### src/rtl/alu_arb_if.sv
// Bundle of the two requester channels and the shared-ALU channel of alu_arb.
// Handshake: a requester holds rN_valid and its operands stable until it sees
// rN_ready; the transfer happens on the rising edge where valid & ready are
// both high. rN_resp_valid is a one-cycle pulse and is not back-pressured.
interface alu_arb_if;
    logic        r0_valid;
    logic        r1_valid;
    logic        r0_ready;
    logic        r1_ready;
    logic [3:0]  r0_mode;
    logic [3:0]  r1_mode;
    logic [15:0] r0_a;
    logic [15:0] r0_b;
    logic [15:0] r1_a;
    logic [15:0] r1_b;
    logic        r0_carry;
    logic        r1_carry;
    logic        r0_flags_we;
    logic        r1_flags_we;
    logic        r0_resp_valid;
    logic        r1_resp_valid;
    logic [15:0] r0_result;
    logic [15:0] r1_result;
    logic [15:0] alu_a;
    logic [15:0] alu_b;
    logic [3:0]  alu_mode;
    logic        alu_carry;
    logic        alu_flags_ie;
    logic [15:0] alu_out;

    // Arbiter side
    modport slave (
        input  r0_valid, r1_valid, r0_mode, r1_mode, r0_a, r0_b, r1_a, r1_b,
               r0_carry, r1_carry, r0_flags_we, r1_flags_we, alu_out,
        output r0_ready, r1_ready, r0_resp_valid, r1_resp_valid,
               r0_result, r1_result, alu_a, alu_b, alu_mode, alu_carry,
               alu_flags_ie
    );

    // Requesters plus the shared ALU
    modport master (
        output r0_valid, r1_valid, r0_mode, r1_mode, r0_a, r0_b, r1_a, r1_b,
               r0_carry, r1_carry, r0_flags_we, r1_flags_we, alu_out,
        input  r0_ready, r1_ready, r0_resp_valid, r1_resp_valid,
               r0_result, r1_result, alu_a, alu_b, alu_mode, alu_carry,
               alu_flags_ie
    );
endinterface

### src/rtl/alu_arb.sv
// Two-requester arbiter in front of a shared combinational ALU.
// IDLE grants at most one requester and latches its operation; EXEC drives
// the ALU for one cycle and captures alu_out into the owner's result register.
// dbg_exec exposes the FSM state (0 = IDLE, 1 = EXEC).
module alu_arb #(
    parameter bit FIXED_PRIO = 1'b0,
    parameter bit R1_FLAGS   = 1'b0
) (
    input  logic     clk,
    input  logic     rst_n,
    alu_arb_if.slave bus,
    output logic     dbg_exec
);
    typedef enum logic {IDLE = 1'b0, EXEC = 1'b1} state_t;

    // Opcode presented to the ALU while nothing is executing (B pass of 0)
    localparam logic [3:0] IDLE_MODE = 4'b1010;

    state_t      state_q, state_d;
    logic        last_q, last_d;      // 1 = r1 was granted most recently
    logic        owner_q, owner_d;    // requester of the latched op
    logic [15:0] a_q, a_d;
    logic [15:0] b_q, b_d;
    logic [3:0]  mode_q, mode_d;
    logic        carry_q, carry_d;
    logic        fwe_q, fwe_d;
    logic [15:0] res0_q, res0_d;
    logic [15:0] res1_q, res1_d;
    logic        rv0_q, rv0_d;
    logic        rv1_q, rv1_d;

    logic        pick_r0;
    logic        grant0;
    logic        grant1;

    // Arbitration: grant only in IDLE, out of reset, to a valid requester
    always_comb begin
        pick_r0 = FIXED_PRIO ? 1'b1 : last_q;
        grant0  = 1'b0;
        grant1  = 1'b0;
        if (rst_n && (state_q == IDLE)) begin
            if (bus.r0_valid && bus.r1_valid) begin
                grant0 = pick_r0;
                grant1 = !pick_r0;
            end else begin
                grant0 = bus.r0_valid;
                grant1 = bus.r1_valid;
            end
        end
    end

    // Next-state: latch on accept, execute and respond on the following edge
    always_comb begin
        state_d = state_q;
        last_d  = last_q;
        owner_d = owner_q;
        a_d     = a_q;
        b_d     = b_q;
        mode_d  = mode_q;
        carry_d = carry_q;
        fwe_d   = fwe_q;
        res0_d  = res0_q;
        res1_d  = res1_q;
        rv0_d   = 1'b0;
        rv1_d   = 1'b0;
        case (state_q)
            IDLE: begin
                if (grant0 || grant1) begin
                    state_d = EXEC;
                    last_d  = grant1;
                    owner_d = grant1;
                    a_d     = grant1 ? bus.r1_a        : bus.r0_a;
                    b_d     = grant1 ? bus.r1_b        : bus.r0_b;
                    mode_d  = grant1 ? bus.r1_mode     : bus.r0_mode;
                    carry_d = grant1 ? bus.r1_carry    : bus.r0_carry;
                    fwe_d   = grant1 ? bus.r1_flags_we : bus.r0_flags_we;
                end
            end
            EXEC: begin
                state_d = IDLE;
                if (owner_q) begin
                    res1_d = bus.alu_out;
                    rv1_d  = 1'b1;
                end else begin
                    res0_d = bus.alu_out;
                    rv0_d  = 1'b1;
                end
            end
            default: state_d = IDLE;
        endcase
    end

    // State registers; reset also aborts any operation in flight
    always_ff @(posedge clk or negedge rst_n) begin
        if (!rst_n) begin
            state_q <= IDLE;
            last_q  <= 1'b1;
            owner_q <= 1'b0;
            a_q     <= 16'h0000;
            b_q     <= 16'h0000;
            mode_q  <= 4'h0;
            carry_q <= 1'b0;
            fwe_q   <= 1'b0;
            res0_q  <= 16'h0000;
            res1_q  <= 16'h0000;
            rv0_q   <= 1'b0;
            rv1_q   <= 1'b0;
        end else begin
            state_q <= state_d;
            last_q  <= last_d;
            owner_q <= owner_d;
            a_q     <= a_d;
            b_q     <= b_d;
            mode_q  <= mode_d;
            carry_q <= carry_d;
            fwe_q   <= fwe_d;
            res0_q  <= res0_d;
            res1_q  <= res1_d;
            rv0_q   <= rv0_d;
            rv1_q   <= rv1_d;
        end
    end

    // Output drive: ALU sees the latched op only during EXEC
    always_comb begin
        bus.r0_ready      = grant0;
        bus.r1_ready      = grant1;
        bus.r0_resp_valid = rv0_q;
        bus.r1_resp_valid = rv1_q;
        bus.r0_result     = res0_q;
        bus.r1_result     = res1_q;
        dbg_exec          = (state_q == EXEC);
        if (state_q == EXEC) begin
            bus.alu_a     = a_q;
            bus.alu_b     = b_q;
            bus.alu_mode  = mode_q;
            bus.alu_carry = carry_q;
        end else begin
            bus.alu_a     = 16'h0000;
            bus.alu_b     = 16'h0000;
            bus.alu_mode  = IDLE_MODE;
            bus.alu_carry = 1'b0;
        end
        bus.alu_flags_ie = (state_q == EXEC) && fwe_q && (!owner_q || R1_FLAGS);
    end
endmodule
### src/flat_wrapper.sv
// flat-port wrapper written by rule: the top's interface ports become plain ports
module alu_arb_flat 
#(
    parameter bit FIXED_PRIO = 1'b0,
    parameter bit R1_FLAGS   = 1'b0
)
  (clk, rst_n, dbg_exec, bus_r0_valid, bus_r1_valid, bus_r0_mode, bus_r1_mode, bus_r0_a, bus_r0_b, bus_r1_a, bus_r1_b, bus_r0_carry, bus_r1_carry, bus_r0_flags_we, bus_r1_flags_we, bus_alu_out, bus_r0_ready, bus_r1_ready, bus_r0_resp_valid, bus_r1_resp_valid, bus_r0_result, bus_r1_result, bus_alu_a, bus_alu_b, bus_alu_mode, bus_alu_carry, bus_alu_flags_ie);
  alu_arb_if bus_i ();
  input  logic clk;
  input  logic rst_n;
  output logic dbg_exec;
  input wire logic [$bits(bus_i.r0_valid)-1:0] bus_r0_valid;
  input wire logic [$bits(bus_i.r1_valid)-1:0] bus_r1_valid;
  input wire logic [$bits(bus_i.r0_mode)-1:0] bus_r0_mode;
  input wire logic [$bits(bus_i.r1_mode)-1:0] bus_r1_mode;
  input wire logic [$bits(bus_i.r0_a)-1:0] bus_r0_a;
  input wire logic [$bits(bus_i.r0_b)-1:0] bus_r0_b;
  input wire logic [$bits(bus_i.r1_a)-1:0] bus_r1_a;
  input wire logic [$bits(bus_i.r1_b)-1:0] bus_r1_b;
  input wire logic [$bits(bus_i.r0_carry)-1:0] bus_r0_carry;
  input wire logic [$bits(bus_i.r1_carry)-1:0] bus_r1_carry;
  input wire logic [$bits(bus_i.r0_flags_we)-1:0] bus_r0_flags_we;
  input wire logic [$bits(bus_i.r1_flags_we)-1:0] bus_r1_flags_we;
  input wire logic [$bits(bus_i.alu_out)-1:0] bus_alu_out;
  output wire logic [$bits(bus_i.r0_ready)-1:0] bus_r0_ready;
  output wire logic [$bits(bus_i.r1_ready)-1:0] bus_r1_ready;
  output wire logic [$bits(bus_i.r0_resp_valid)-1:0] bus_r0_resp_valid;
  output wire logic [$bits(bus_i.r1_resp_valid)-1:0] bus_r1_resp_valid;
  output wire logic [$bits(bus_i.r0_result)-1:0] bus_r0_result;
  output wire logic [$bits(bus_i.r1_result)-1:0] bus_r1_result;
  output wire logic [$bits(bus_i.alu_a)-1:0] bus_alu_a;
  output wire logic [$bits(bus_i.alu_b)-1:0] bus_alu_b;
  output wire logic [$bits(bus_i.alu_mode)-1:0] bus_alu_mode;
  output wire logic [$bits(bus_i.alu_carry)-1:0] bus_alu_carry;
  output wire logic [$bits(bus_i.alu_flags_ie)-1:0] bus_alu_flags_ie;
  assign bus_i.r0_valid = bus_r0_valid;
  assign bus_i.r1_valid = bus_r1_valid;
  assign bus_i.r0_mode = bus_r0_mode;
  assign bus_i.r1_mode = bus_r1_mode;
  assign bus_i.r0_a = bus_r0_a;
  assign bus_i.r0_b = bus_r0_b;
  assign bus_i.r1_a = bus_r1_a;
  assign bus_i.r1_b = bus_r1_b;
  assign bus_i.r0_carry = bus_r0_carry;
  assign bus_i.r1_carry = bus_r1_carry;
  assign bus_i.r0_flags_we = bus_r0_flags_we;
  assign bus_i.r1_flags_we = bus_r1_flags_we;
  assign bus_i.alu_out = bus_alu_out;
  assign bus_r0_ready = bus_i.r0_ready;
  assign bus_r1_ready = bus_i.r1_ready;
  assign bus_r0_resp_valid = bus_i.r0_resp_valid;
  assign bus_r1_resp_valid = bus_i.r1_resp_valid;
  assign bus_r0_result = bus_i.r0_result;
  assign bus_r1_result = bus_i.r1_result;
  assign bus_alu_a = bus_i.alu_a;
  assign bus_alu_b = bus_i.alu_b;
  assign bus_alu_mode = bus_i.alu_mode;
  assign bus_alu_carry = bus_i.alu_carry;
  assign bus_alu_flags_ie = bus_i.alu_flags_ie;
  alu_arb #(.FIXED_PRIO(FIXED_PRIO), .R1_FLAGS(R1_FLAGS)) u_core (.clk(clk), .rst_n(rst_n), .bus(bus_i), .dbg_exec(dbg_exec));
endmodule
### config.mk
export PLATFORM = sky130hd
export DESIGN_NAME = alu_arb_flat
export DESIGN_NICKNAME = d
export VERILOG_FILES = /design/src/rtl/alu_arb_if.sv /design/src/rtl/alu_arb.sv /design/src/flat_wrapper.sv
export SDC_FILE = /design/constraint.sdc
export NUM_CORES = 1
export LEC_CHECK = 0
export CORE_MARGIN = 2
export CORE_UTILIZATION = 45
export DETAILED_ROUTE_END_ITERATION = 7
export GPL_TIMING_DRIVEN = 0
export PLACE_DENSITY = 0.86
export SLEW_MARGIN = 20
export SYNTH_ARGS = -nofsm -noshare
export SYNTH_HDL_FRONTEND = slang
export SYNTH_SLANG_ARGS = --single-unit
export TNS_END_PERCENT = 30
### constraint.sdc
create_clock -name clk -period 3.4 [get_ports clk]
set_input_delay 0.51 -clock clk [delete_from_list [all_inputs] [get_ports clk]]
set_output_delay 0.51 -clock clk [all_outputs]
set_load 0.01 [all_outputs]
==> results by group <==
Hold path
  • Hold/Removal Path Class: in2async

Clock tree
  • Worst-path clk slew: around 0.080 ns
  • CTS H-tree depth: 3
  • Clock Sinks: 75
  • Hold Buf Count CTS: 0
  • CTS tree: yes
  • Max clock buf depth: 2
  • CTS root buf: clkbuf_8
  • Num CTS Buffers: 9
  • Post-CTS Resized: 0
  • Worst-skew pair later-pin latency: between 0.3 and 0.4 ns
  • Setup bufs post-CTS: 0

Power and ir drop
  • Reg power frac: 0.432
  • Power per cell area: 502 mW/mm^2
  • Clk pwr share: 0.221
  • Combinational fraction of design power: 0.347
  • P_leak: 2.34 nW
  • Switching fraction of total power: 0.282
  • Pint: about 2.1 mW
  • P_sw: around 820 uW
  • Worst vdd ir: 212 uV

Detailed routing
  • DRT Pass-1 Iters: 4
  • WL/cell: about 18 microns
  • DRC Markers: 0
  • Total Wirelength: 10.8 mm
  • Drt via density: between 5 and 6
  • Antenna Nets Post-Route: 0
  • Routed via count: ~3300
  • Iter 0 DRT Violations: around 190

Critical path
  • R2R depth: 4
  • Crit path kind: in2out
  • FF-to-FF setup slack: roughly 1.7 ns
  • CP Launch Type: primary input
  • Worst-path fanout max: approximately 40
  • Arrival time worst endpoint: 2.66 ns
  • Critical Path RT: 2.89 ns
  • Setup crit end kind: primary output
  • Worst R2R End: u_core.a_q[6]
  • Crit path capture: bus_r1_ready
  • Critical Path Source: rst_n
  • Reg2Reg Launch Point: u_core.dbg_exec

Finish
  • Fin area: about 0.0058 sq mm
  • Most frequent cells in the layout: clkdlybuf4s50_1, dfrtp_1, nor3b_1, and4_1, a221o_1
  • # diodes: 0
  • Most common cell after layout, fill and taps aside: clkdlybuf4s50_1
  • FF+latch area: 0.00188 sq mm
  • Filler cells: 594
  • Synth-to-Final Area Change: 54.6%
  • Nets@finish: 588
  • Footprint of the multi-input gates: between 0.0015 and 0.002 sq mm
  • Fraction of layout cells with a size suffix above 1: 0.135

Synthesis
  • Cell area after synthesis: between 0.003 and 0.004 sq mm
  • Synth Net Count: about 410
  • YS warnings: 0
  • Register area share after synthesis: 0.504
  • Distinct cells, synth: 21
  • Cells after synthesis: 310
  • Mapped Avg Cell Area: around 12 sq um
  • Synthesis-stage register bit count: 75

Timing
  • Fin Hold WS: about 0.12 ns
  • Crit share post-route: 0.932
  • RSZ-0062 raised after global routing: false
  • Max Clock Freq: between 300 and 400 MHz
  • Slew HR: 0.647
  • Worst-Margin Slew: 0.530 ns
  • Final Slew Violations: 0
  • Setup Skew: between 0.008 and 0.009 ns
  • Final Setup Violations: 0
  • Fin. Hold Viols: 0
  • Min Tclk post-route: ~3.2 ns

Floorplan
  • Chip width: about 95 microns
  • Ports: 171
  • Num rows: 33
  • Core Region: ~0.0081 sq mm
  • Die height: ~95 microns
  • Initial core utilization: 0.458
  • Die area: ~0.009 sq mm

Place
  • Port bufs: 170
  • Cell Area, Placed: ~0.0056 sq mm
  • HPWL Detailed: 8.09 mm
  • GPL Wtd Cong: roughly 0.83

Global route
  • Largest net degree at the start of global routing: 42
  • First-pass GRT wire length: 17.0 mm
  • Vias in the first global route: 3373
  • Aggregate global routing overflow: 0
  • Total GRT Usage: 0.247
  • Initial antenna violation count: 0

Status
  • Outcome: finished, final reports clean

Job
  • Max-cap violation count: 0
[worst max-delay path, stage by stage]
cell and delay [ns]:
buf_4 0.39, buf_12 0.30, nor2b_4 0.23, nand3_1 0.12, buf_2 0.22, buf_6 0.16, inv_1 0.11, clkdlybuf4s50_1 0.59
[state kept, by name (all words and copies together), names as in the netlist]
signal	count
u_core.dbg_exec	1
u_core.owner_q	1
u_core.fwe_q	1
u_core.mode_q	4
u_core.bus.r0_result	16
u_core.bus.r1_resp_valid	1
u_core.last_q	1
u_core.bus.r0_resp_valid	1
u_core.carry_q	1
u_core.b_q	16
u_core.bus.r1_result	16
u_core.a_q	16
[metal layers]
layer | share of wire | global-route usage
met5 | 0 | 0
met4 | 0.0065 | 0.0471
met3 | 0.10 | 0.0854
met2 | 0.48 | 0.417
met1 | 0.41 | 0.310
[synthesized netlist by cell type]
cell type  instances  area share
dfrtp_1           74        0.50
a221o_1           38        0.10
and4_1            38       0.089
nor3b_1           38       0.077
and2_1            36       0.060
mux2_2            32       0.097
clkbuf_1          19       0.019
buf_2             11       0.015
buf_4              4      0.0081
inv_1              4      0.0040
nand2_1            3      0.0030
nand2b_1           3      0.0050
a21o_1             2      0.0040
a21oi_1            1      0.0013
buf_6              1      0.0030
dfstp_2            1      0.0070
nand3_1            1      0.0013
nor2_1             1      0.0010
nor2b_1            1      0.0017
nor2b_4            1      0.0037
o21ai_1            1      0.0013
[through the flow]
step | power, mW | setup TNS, ns | utilization | worst slack, ns | std cells
after detailed placement | 2.28 | 0 | 0.686 | 0.203 | 586
after global routing | 3.06 | 0 | 0.709 | 0.000763 | 601
final | 2.89 | 0 | 0.709 | 0.232 | 601
after floorplan | 1.68 | 0 | - | 1.71 | 310
after CTS | 2.92 | 0 | 0.709 | 0.192 | 601
after global placement | 2.24 | -117.69 | 0.684 | -2.27 | 585
[how the worst min path moves through the flow]
stage | from | cells past startpoint | to | slack, ns
after floorplan | rst_n | 0 | u_core.a_q[0] | 0.21
after global placement | u_core.bus.r1_result[6] | 1 | u_core.bus.r1_result[6] | 0.49
after detailed placement | u_core.a_q[13] | 1 | u_core.a_q[13] | 0.49
after CTS | rst_n | 1 | u_core.bus.r1_result[6] | 0.13
after global routing | rst_n | 1 | u_core.bus.r1_result[6] | 0.14
final | rst_n | 1 | u_core.bus.r1_result[6] | 0.12
[power by group through the flow]
stage	registers (mW)	clock network, mW	logic [mW]
2_1_floorplan	1.30	0	0.376
6_report	1.25	0.640	1.00
5_1_grt	1.27	0.701	1.08
4_1_cts	1.25	0.650	1.01
3_5_place_dp	1.26	0	1.01
3_3_place_gp	1.25	0	0.987
[area by class of cell]
cell class | instances | area share
buffer | 35 | 0.0291
clock buffer | 12 | 0.0286
clock inverter | 3 | 0.00369
inverter | 4 | 0.00260
multi-input combinational | 196 | 0.289
sequential | 75 | 0.326
tap | 105 | 0.0228
timing repair buffer | 171 | 0.298
[cells by family (layout without fill, tap and decap cells)]
| kind of cell | after synthesis | after routing | synth area share |
|---|---|---|---|
| DFF | 75 | 75 | 0.504 |
| buffers and inverters | 39 | 225 | 0.0490 |
| and+or+nand+nor | 122 | 122 | 0.242 |
| AOI/OAI and AO/OA | 42 | 42 | 0.109 |
| muxes | 32 | 32 | 0.0966 |
Note: power is estimated with default switching activity, not from simulation.
